[config.mk]
export PLATFORM = sky130hd
export DESIGN_NAME = ram_dump_reader
export DESIGN_NICKNAME = d
export VERILOG_FILES = /design/src/rtl/sparc_mem_pkg.sv /design/src/rtl/mem_req_timer.sv /design/src/rtl/ram_dump_reader.sv
export SDC_FILE = /design/constraint.sdc
export NUM_CORES = 1
export LEC_CHECK = 0
export BUFFER_PORTS_ARGS = -buffer_cell sky130_fd_sc_hd__clkbuf_2
export CORE_MARGIN = 2
export CORE_UTILIZATION = 50
export DETAILED_ROUTE_END_ITERATION = 12
export PLACE_DENSITY = 0.76
export SYNTH_ARGS = -nofsm -noshare
export SYNTH_HDL_FRONTEND = slang
export SYNTH_SLANG_ARGS = --single-unit
export TNS_END_PERCENT = 50
[constraint.sdc]
create_clock -name Clk -period 4.3 [get_ports Clk]
set_input_delay 1.29 -clock Clk [delete_from_list [all_inputs] [get_ports Clk]]
set_output_delay 1.29 -clock Clk [all_outputs]
set_load 0.02 [all_outputs]
[src/rtl/sparc_mem_pkg.sv]
// Shared definitions for the MPU byte-wide RAM port: widths, read/write
// encoding and the dump reader's state encoding.
package sparc_mem_pkg;

    localparam int ADDR_W = 9;
    localparam int DATA_W = 8;

    // ReadWrite encoding shared with the RAM and the preload writer.
    localparam logic RW_READ  = 1'b1;
    localparam logic RW_WRITE = 1'b0;

    typedef enum logic [2:0] {
        ST_IDLE = 3'd0,
        ST_REQ  = 3'd1,
        ST_WAIT = 3'd2,
        ST_EMIT = 3'd3,
        ST_FIN  = 3'd4
    } rdr_state_e;

    // The reader owns the RAM port in REQ, WAIT and EMIT only.
    function automatic logic rdr_owns_port(input rdr_state_e s);
        return (s == ST_REQ) || (s == ST_WAIT) || (s == ST_EMIT);
    endfunction

endpackage

[src/rtl/mem_req_timer.sv]
// Counts WAIT cycles of one RAM request and flags a timeout once
// MOC_TIMEOUT cycles have elapsed without MemMOC.
module mem_req_timer #(
    parameter int MOC_TIMEOUT = 15
) (
    input  logic clk,
    input  logic rst_n,
    input  logic clear_i,
    input  logic run_i,
    output logic expired_o
);

    localparam int CNT_W = $clog2(MOC_TIMEOUT + 1);
    localparam logic [CNT_W-1:0] LAST = CNT_W'(MOC_TIMEOUT - 1);

    logic [CNT_W-1:0] count_q, count_d;

    // Timeout fires during the MOC_TIMEOUT-th wait cycle so the FSM leaves
    // WAIT after exactly MOC_TIMEOUT cycles.
    assign expired_o = run_i && (count_q == LAST);

    // Next count: cleared on a new request, advancing while waiting.
    always_comb begin
        count_d = count_q;
        if (clear_i) begin
            count_d = '0;
        end else if (run_i && !expired_o) begin
            count_d = count_q + 1'b1;
        end
    end

    // Count register.
    always_ff @(posedge clk or negedge rst_n) begin
        if (!rst_n) begin
            count_q <= '0;
        end else begin
            count_q <= count_d;
        end
    end

endmodule

[src/rtl/ram_dump_reader.sv]
// Reads Count consecutive RAM bytes from BaseAddr via the Enable/ReadWrite/MOC
// handshake and streams each byte on a valid/ready interface.
module ram_dump_reader #(
    parameter int ADDR_W      = sparc_mem_pkg::ADDR_W,
    parameter int DATA_W      = sparc_mem_pkg::DATA_W,
    parameter int MOC_TIMEOUT = 15
) (
    input  logic              Clk,
    input  logic              Clr,
    input  logic              Start,
    input  logic [ADDR_W-1:0] BaseAddr,
    input  logic [ADDR_W:0]   Count,
    output logic              MemEnable,
    output logic              MemReadWrite,
    output logic [ADDR_W-1:0] MemAddr,
    input  logic [DATA_W-1:0] MemDataIn,
    input  logic              MemMOC,
    output logic [DATA_W-1:0] OutData,
    output logic              OutValid,
    input  logic              OutReady,
    output logic              Busy,
    output logic              Done,
    output logic              Error
);

    import sparc_mem_pkg::*;

    rdr_state_e        state_q, state_d;
    logic [ADDR_W-1:0] addr_q, addr_d;
    logic [ADDR_W:0]   rem_q, rem_d;
    logic [DATA_W-1:0] data_q, data_d;
    logic              error_q, error_d;

    logic timer_clr;
    logic timer_run;
    logic timer_expired;

    assign timer_clr = (state_q == ST_REQ);
    assign timer_run = (state_q == ST_WAIT);

    mem_req_timer #(
        .MOC_TIMEOUT (MOC_TIMEOUT)
    ) u_timer (
        .clk       (Clk),
        .rst_n     (Clr),
        .clear_i   (timer_clr),
        .run_i     (timer_run),
        .expired_o (timer_expired)
    );

    // Outputs decode straight from state/registers so Clr drops them at once.
    assign MemEnable    = (state_q == ST_REQ) || (state_q == ST_WAIT);
    assign MemReadWrite = MemEnable ? RW_READ : RW_WRITE;
    assign MemAddr      = addr_q;
    assign OutData      = data_q;
    assign OutValid     = (state_q == ST_EMIT);
    assign Busy         = rdr_owns_port(state_q);
    assign Done         = (state_q == ST_FIN);
    assign Error        = error_q;

    // Next-state and datapath updates for the read/emit sequence.
    always_comb begin
        state_d = state_q;
        addr_d  = addr_q;
        rem_d   = rem_q;
        data_d  = data_q;
        error_d = error_q;
        unique case (state_q)
            ST_IDLE: begin
                if (Start) begin
                    error_d = 1'b0;
                    if (Count != '0) begin
                        addr_d  = BaseAddr;
                        rem_d   = Count;
                        state_d = ST_REQ;
                    end else begin
                        state_d = ST_FIN;
                    end
                end
            end
            ST_REQ: begin
                state_d = ST_WAIT;
            end
            ST_WAIT: begin
                // MOC wins over a timeout landing on the same cycle.
                if (MemMOC) begin
                    data_d  = MemDataIn;
                    state_d = ST_EMIT;
                end else if (timer_expired) begin
                    error_d = 1'b1;
                    state_d = ST_IDLE;
                end
            end
            ST_EMIT: begin
                if (OutReady) begin
                    addr_d = addr_q + 1'b1;
                    rem_d  = rem_q - 1'b1;
                    if (rem_q == (ADDR_W+1)'(1)) begin
                        state_d = ST_FIN;
                    end else begin
                        state_d = ST_REQ;
                    end
                end
            end
            ST_FIN: begin
                state_d = ST_IDLE;
            end
            default: begin
                state_d = ST_IDLE;
            end
        endcase
    end

    // State and datapath registers.
    always_ff @(posedge Clk or negedge Clr) begin
        if (!Clr) begin
            state_q <= ST_IDLE;
            addr_q  <= '0;
            rem_q   <= '0;
            data_q  <= '0;
            error_q <= 1'b0;
        end else begin
            state_q <= state_d;
            addr_q  <= addr_d;
            rem_q   <= rem_d;
            data_q  <= data_d;
            error_q <= error_d;
        end
    end

endmodule

==> results by group, run 1 <==
Outcome
  • Run status: finished, final reports clean

Timing
  • Worst rel slew slack: 0.3735
  • Layout Skew: 6.341 ps
  • Final setup fails: 0
  • Fin Setup TNS: 0 ps
  • F_max: 328.6 MHz
  • RSZ-0062 raised after global routing: false
  • Hold slack: 492.1 ps
  • Slew Viols, Final: 0
  • Minimum clock period: 3044 ps
  • Slew @ Worst Pin: 939.8 ps
  • Fin crit share: 0.7078
  • Final hold violations: 0

Floorplan
  • Core area: 3971 µm²
  • # rows: 23
  • Initial core utilization: 0.5164
  • Height of the die: 68.04 µm
  • Die ar.: 4629 µm²
  • Die W: 68.04 µm
  • Io pins: 55

Logic synthesis
  • Syn. warnings: 0
  • Top cells by area, synth: dfrtp_1, mux2_2, o21ai_0
  • Main combinational cell family by area after synthesis: compound AO/OA/AOI/OAI gates
  • Post-Synth Simple-Gate Area: 0.1946
  • Post-synthesis xor/xnor area fraction: 0.01708
  • Synth async-reset ratio: 1.000
  • Top-area cell type share of the netlist area: 0.4271
  • Synth Area in Compound Gates: 0.2154
  • Top_reg_cell synth: dfrtp_1
  • Mean post-synth cell area: 9.364 µm²
  • Top-count cell post-synth: dfrtp_1
  • Synth Cell Area: 2051 µm²
  • Number of synthesized register bits: 35
  • Top post-synthesis cells by count: dfrtp_1, o21ai_0, nand2_1
  • Syn Inst Count: 219
  • Seq/Total Area, Yosys: 0.4271
  • Largest area contributor in the synthesized netlist: dfrtp_1
  • Syn Nets: 256
  • Number of flops mapped to enable cells by yosys: 0
  • Multiplexer share of the synthesized area: 0.04942
  • Distinct cells, synth: 44
  • Synth Area in Adders: 0.03051

Min path
  • Min-delay worst type: reg -> reg

Clock network
  • Clock Tree Root: clkbuf_8
  • Clk_lat worst skew: 280 ps
  • Cts hold-fix bufs: 0
  • Clock-pin transition on the worst setup and hold timing paths: 70 ps
  • CTS tree: built
  • Clock tree buffer depth: 2
  • Setup Fix Bufs, Post-CTS: 0
  • H-tree depth: 2
  • Clock sinks: 35
  • Num CTS Buffers: 5
  • Cts repair resizes: 0

Route
  • Met2 wire length: 2.136 mm
  • Routed len/inst: 14.56 µm
  • Metal-1 WL: 2.124 mm
  • 1st-pass router iterations: 4
  • Via count: 1849
  • Max layer used: met4
  • Vias per cell: 5.851
  • Post-route ant nets: 0
  • Aggregate routed wire length: 4.601 mm
  • Wire length on met3: 291 µm
  • Initial drt markers: 160
  • DRC violations left: 0

GRT
  • Largest net degree at the start of global routing: 36
  • All-Layer GR Usage: 0.2193
  • Global-route wire length before repair: 7.721 mm
  • Initial antenna violation count: 0
  • Vias in the first global route: 1718
  • Gr ovfl total: 0

Critical path
  • Required time worst endpoint: 3010 ps
  • Crit end category: output port
  • Crit-path max FO: 31
  • Crit path kind: reg -> out
  • Arrival @ worst endpoint: 1750 ps
  • Type of origin of the critical path: flop

Power and ir drop
  • Static Leak: 1.075 nW
  • PwrDens: 724.2 nW/µm²
  • Overall power: 1.725 mW
  • Worst IR Drop VDD: 359.5 µV

Cells and area
  • Fillers: 356
  • Area delta synth->final: 16.17%
  • Area occupied by multi-input gates: 1040 µm²
  • Diode count: 0
  • Storage element area: 875.8 µm²
  • Fraction of layout cells with a size suffix above 1: 0.2970
  • Post-layout util: 0.5999
  • Fin nets: 302

Placed design
  • Port bufs: 54
  • Detailed placement HPWL: 3.257 mm
  • GP Congestion: 0.8749

Flow run
  • Max-cap violations: 0
metal layers:
metal | up-vias | track usage
met5 | - | 0
met4 | 0 | 0.09000
met3 | 4 | 0.05263
met2 | 70 | 0.3216
met1 | 876 | 0.3105
li1 | 899 | -
cell usage in the layout (no fill, tap or decap), types with 2 or more instances in the layout:
cell type / count
a22oi_1: 6
clkbuf_1: 2
nor4_1: 4
nor3_1: 10
or4_1: 2
o211ai_1: 4
ha_1: 5
o21ai_0: 17
clkbuf_8: 5
xor2_1: 2
mux2_2: 9
a31oi_1: 3
nand3_1: 11
xnor2_1: 2
a22o_1: 2
o22ai_1: 10
nor2_1: 10
inv_1: 11
a21oi_1: 8
clkbuf_2: 54
and2_1: 2
nand4_1: 4
o2bb2ai_1: 9
or2_2: 2
nand2_1: 14
nor4_2: 2
and3_1: 4
dfrtp_1: 35
area by class of cell:
cell class / instances / share of cell area
Timing Repair Buffer: 55 / 0.1166
Inverter: 12 / 0.01891
Clock buffer: 7 / 0.03204
Multi-Input combinational cell: 156 / 0.4365
Sequential cell: 35 / 0.3676
Tap cell: 50 / 0.02626
Clock inverter: 1 / 0.002101
cell families after synthesis:
kind of cell / Yosys count
buffers and inverters: 28
AO/OA/AOI/OAI: 65
flip-flops: 35
multiplexers: 9
XOR/XNOR: 4
AND/OR/NAND/NOR: 73
adder cells (fa/ha/maj): 5
flip-flops by register name, summed over array words and instances, names as in the netlist:
| signal | count |
|---|---|
| MemAddr | 9 |
| Error | 1 |
| state_q | 3 |
| u_timer.count_q | 4 |
| rem_q | 10 |
| OutData | 8 |
worst paths after layout:
check / startpoint / endpoint / slack [ps] / depth (start not counted)
setup / recovery: state_q[1]$_DFFE_PN0P_ / OutValid / 1260 / 4
hold / removal: Error$_DFFE_PN0P_ / Error$_DFFE_PN0P_ / 490 / 2
setup reg to reg: state_q[1]$_DFFE_PN0P_ / rem_q[1]$_DFFE_PN0P_ / 1540 / 4
hold reg to reg: Error$_DFFE_PN0P_ / Error$_DFFE_PN0P_ / 490 / 2
max in group asynchronous: Clr / MemAddr[2]$_DFFE_PN0P_ / 2640 / 1
min in group asynchronous: Clr / u_timer.count_q[3]$_DFFE_PN0P_ / 1120 / 1
report_power, final:
part	internal, mW	switching, mW	leakage (nW)
Combinational	0.347	0.521	0.606
Clock	0.114	0.110	0.0422
Sequential	0.478	0.156	0.427
Total	0.938	0.787	1.08
critical path, stage by stage (launching register included):
cell and delay [ps]:
dfrtp_1 550, nand3b_1 110, buf_4 250, inv_2 320, clkbuf_2 240
stage by stage:
step	cell area [µm²]	setup WS, ps	instances
5_1_grt	2382	1098	316
4_1_cts	2382	1263	316
3_3_place_gp	2301	1101	308
6_report	2382	1256	316
3_5_place_dp	2301	1042	308
2_1_floorplan	2051	1703	219
Power figures use the tool's default switching activity.
==> run 2: changes to the inputs <==
CORE_UTILIZATION = 47   (was 50)
PLACE_DENSITY = 0.75   (was 0.76)
clock period = 2.5 ns   (was 4.3 ns; I/O delays follow)
==> run 2 against run 1 <==
Effect of this change:
- clock skew fell by 1.4 ps
- count of clock-buffer cells in the layout shrank 2
- worst setup slack got worse by 920 ps
- critical endpoint unchanged
- largest power group unchanged
- routed wire length grew 3.9%
- register-to-register slack worse by 1100 ps
- sequential power grew 67%
==> results by group, run 2 (synthesis gave the netlist of run 1 again) <==
Power and ir drop
  • Static Leak: 1.114 nW
  • Overall power: 3.042 mW
  • Worst IR Drop VDD: 683.3 µV
  • PwrDens: 1241 nW/µm²

Floorplan
  • Initial core utilization: 0.4809
  • Die ar.: 4908 µm²
  • Height of the die: 70.06 µm
  • Die W: 70.06 µm
  • Core area: 4264 µm²
  • Io pins: 55
  • # rows: 24

Timing
  • F_max: 461.9 MHz
  • Fin crit share: 0.8660
  • Slew Viols, Final: 0
  • Final hold violations: 0
  • RSZ-0062 raised after global routing: false
  • Final setup fails: 0
  • Hold slack: 367.1 ps
  • Worst rel slew slack: 0.5923
  • Final worst setup slack: 335.0 ps
  • Slew @ Worst Pin: 610.3 ps
  • Fin Setup TNS: 0 ps
  • Layout Skew: 4.938 ps
  • Minimum clock period: 2165 ps

Critical path
  • Launching point of the worst reg2reg path: state_q[0]$_DFFE_PN0P_
  • Crit end category: output port
  • Worst R2R Setup Slack: 410 ps
  • Type of origin of the critical path: flop
  • R2r endpoint: rem_q[1]$_DFFE_PN0P_
  • Worst reg2reg path depth: 4
  • Crit path kind: reg -> out
  • Arrival @ worst endpoint: 1410 ps
  • Required time worst endpoint: 1750 ps
  • Crit-path max FO: 13

Placed design
  • GP Congestion: 0.8468
  • Port bufs: 54
  • Detailed placement HPWL: 3.430 mm
  • Pre-CTS setup slack: 137.8 ps
  • Placed Area: 2364 µm²

Clock network
  • Clock Tree Root: clkbuf_8
  • Clk_lat worst skew: 290 ps
  • Cts repair resizes: 0
  • Num CTS Buffers: 5
  • Setup Fix Bufs, Post-CTS: 0
  • Clock tree buffer depth: 2
  • Clock-pin transition on the worst setup and hold timing paths: 80 ps
  • CTS tree: built
  • H-tree depth: 2
  • Clock sinks: 35
  • Cts hold-fix bufs: 0

Cells and area
  • Diode count: 0
  • Largest Register: rem_q
  • Max FFs per register: 10
  • Most common cell after layout, fill and taps aside: clkbuf_2
  • Area delta synth->final: 19.59%
  • Fin nets: 310
  • Fillers: 395
  • Post-route cell area: 2452 µm²
  • Fraction of layout cells with a size suffix above 1: 0.3248
  • Most frequent cells in the layout: clkbuf_2, dfrtp_1, o21ai_0

Min path
  • Min-delay worst type: in -> async

Outcome
  • Run status: finished, final reports clean

Route
  • 1st-pass router iterations: 4
  • DRC violations left: 0
  • Aggregate routed wire length: 4.780 mm
  • Post-route ant nets: 0
  • Vias per cell: 5.819
  • Routed len/inst: 14.66 µm
  • Via count: 1897
  • Initial drt markers: 116

GRT
  • Global-route wire length before repair: 8.280 mm
  • All-Layer GR Usage: 0.2110
  • Gr ovfl total: 0
  • Largest net degree at the start of global routing: 31
  • Initial antenna violation count: 0
  • Vias in the first global route: 1815

Flow run
  • Max-cap violations: 0
## run 2: worst max path at each step
stage / start / end / slack (ps) / cells past startpoint
after floorplan: Count[2] / MemAddr[3]$_DFFE_PN0P_ / 440 / 5
after detailed placement: Count[2] / rem_q[1]$_DFFE_PN0P_ / 140 / 5
final: state_q[2]$_DFFE_PN0P_ / OutValid / 340 / 3
after CTS: state_q[2]$_DFFE_PN0P_ / OutValid / 340 / 3
after global routing: state_q[2]$_DFFE_PN0P_ / OutValid / 240 / 3
after global placement: Count[2] / rem_q[1]$_DFFE_PN0P_ / 200 / 5
## run 2: per-layer routing
metal,track usage,vias to the layer above,share of wire
li1,-,924,-
met1,0.2864,908,0.45
met2,0.3280,57,0.48
met3,0.04906,8,0.055
met4,0.08120,0,0.018
met5,0,-,0
## run 2: cell type report
class,count,area [µm²],area share
Sequential cell,35,875.8,0.3571
Multi-Input combinational cell,156,1040,0.4240
Tap cell,52,65.06,0.02653
Clock buffer,5,68.82,0.02806
Timing Repair Buffer,63,337.8,0.1378
Inverter,12,45.04,0.01837
Clock inverter,3,20.02,0.008163
## run 2: report_power, final
group / leakage [nW] / internal, mW / switching (mW)
Sequential: 0.427 / 0.822 / 0.242
Combinational: 0.647 / 0.637 / 0.924
Clock: 0.0402 / 0.194 / 0.223
## run 2: worst max-delay path, stage by stage (launching register included)
cell and delay [ps]:
dfrtp_1 470, nand3b_1 230, inv_2 210, clkbuf_2 210
## run 2: per-stage QoR
step / std cells / util
6_report: 326 / 0.5751
5_1_grt: 326 / 0.5751
4_1_cts: 326 / 0.5751
3_5_place_dp: 318 / 0.5543
3_3_place_gp: 318 / 0.5543
2_1_floorplan: 219 / -
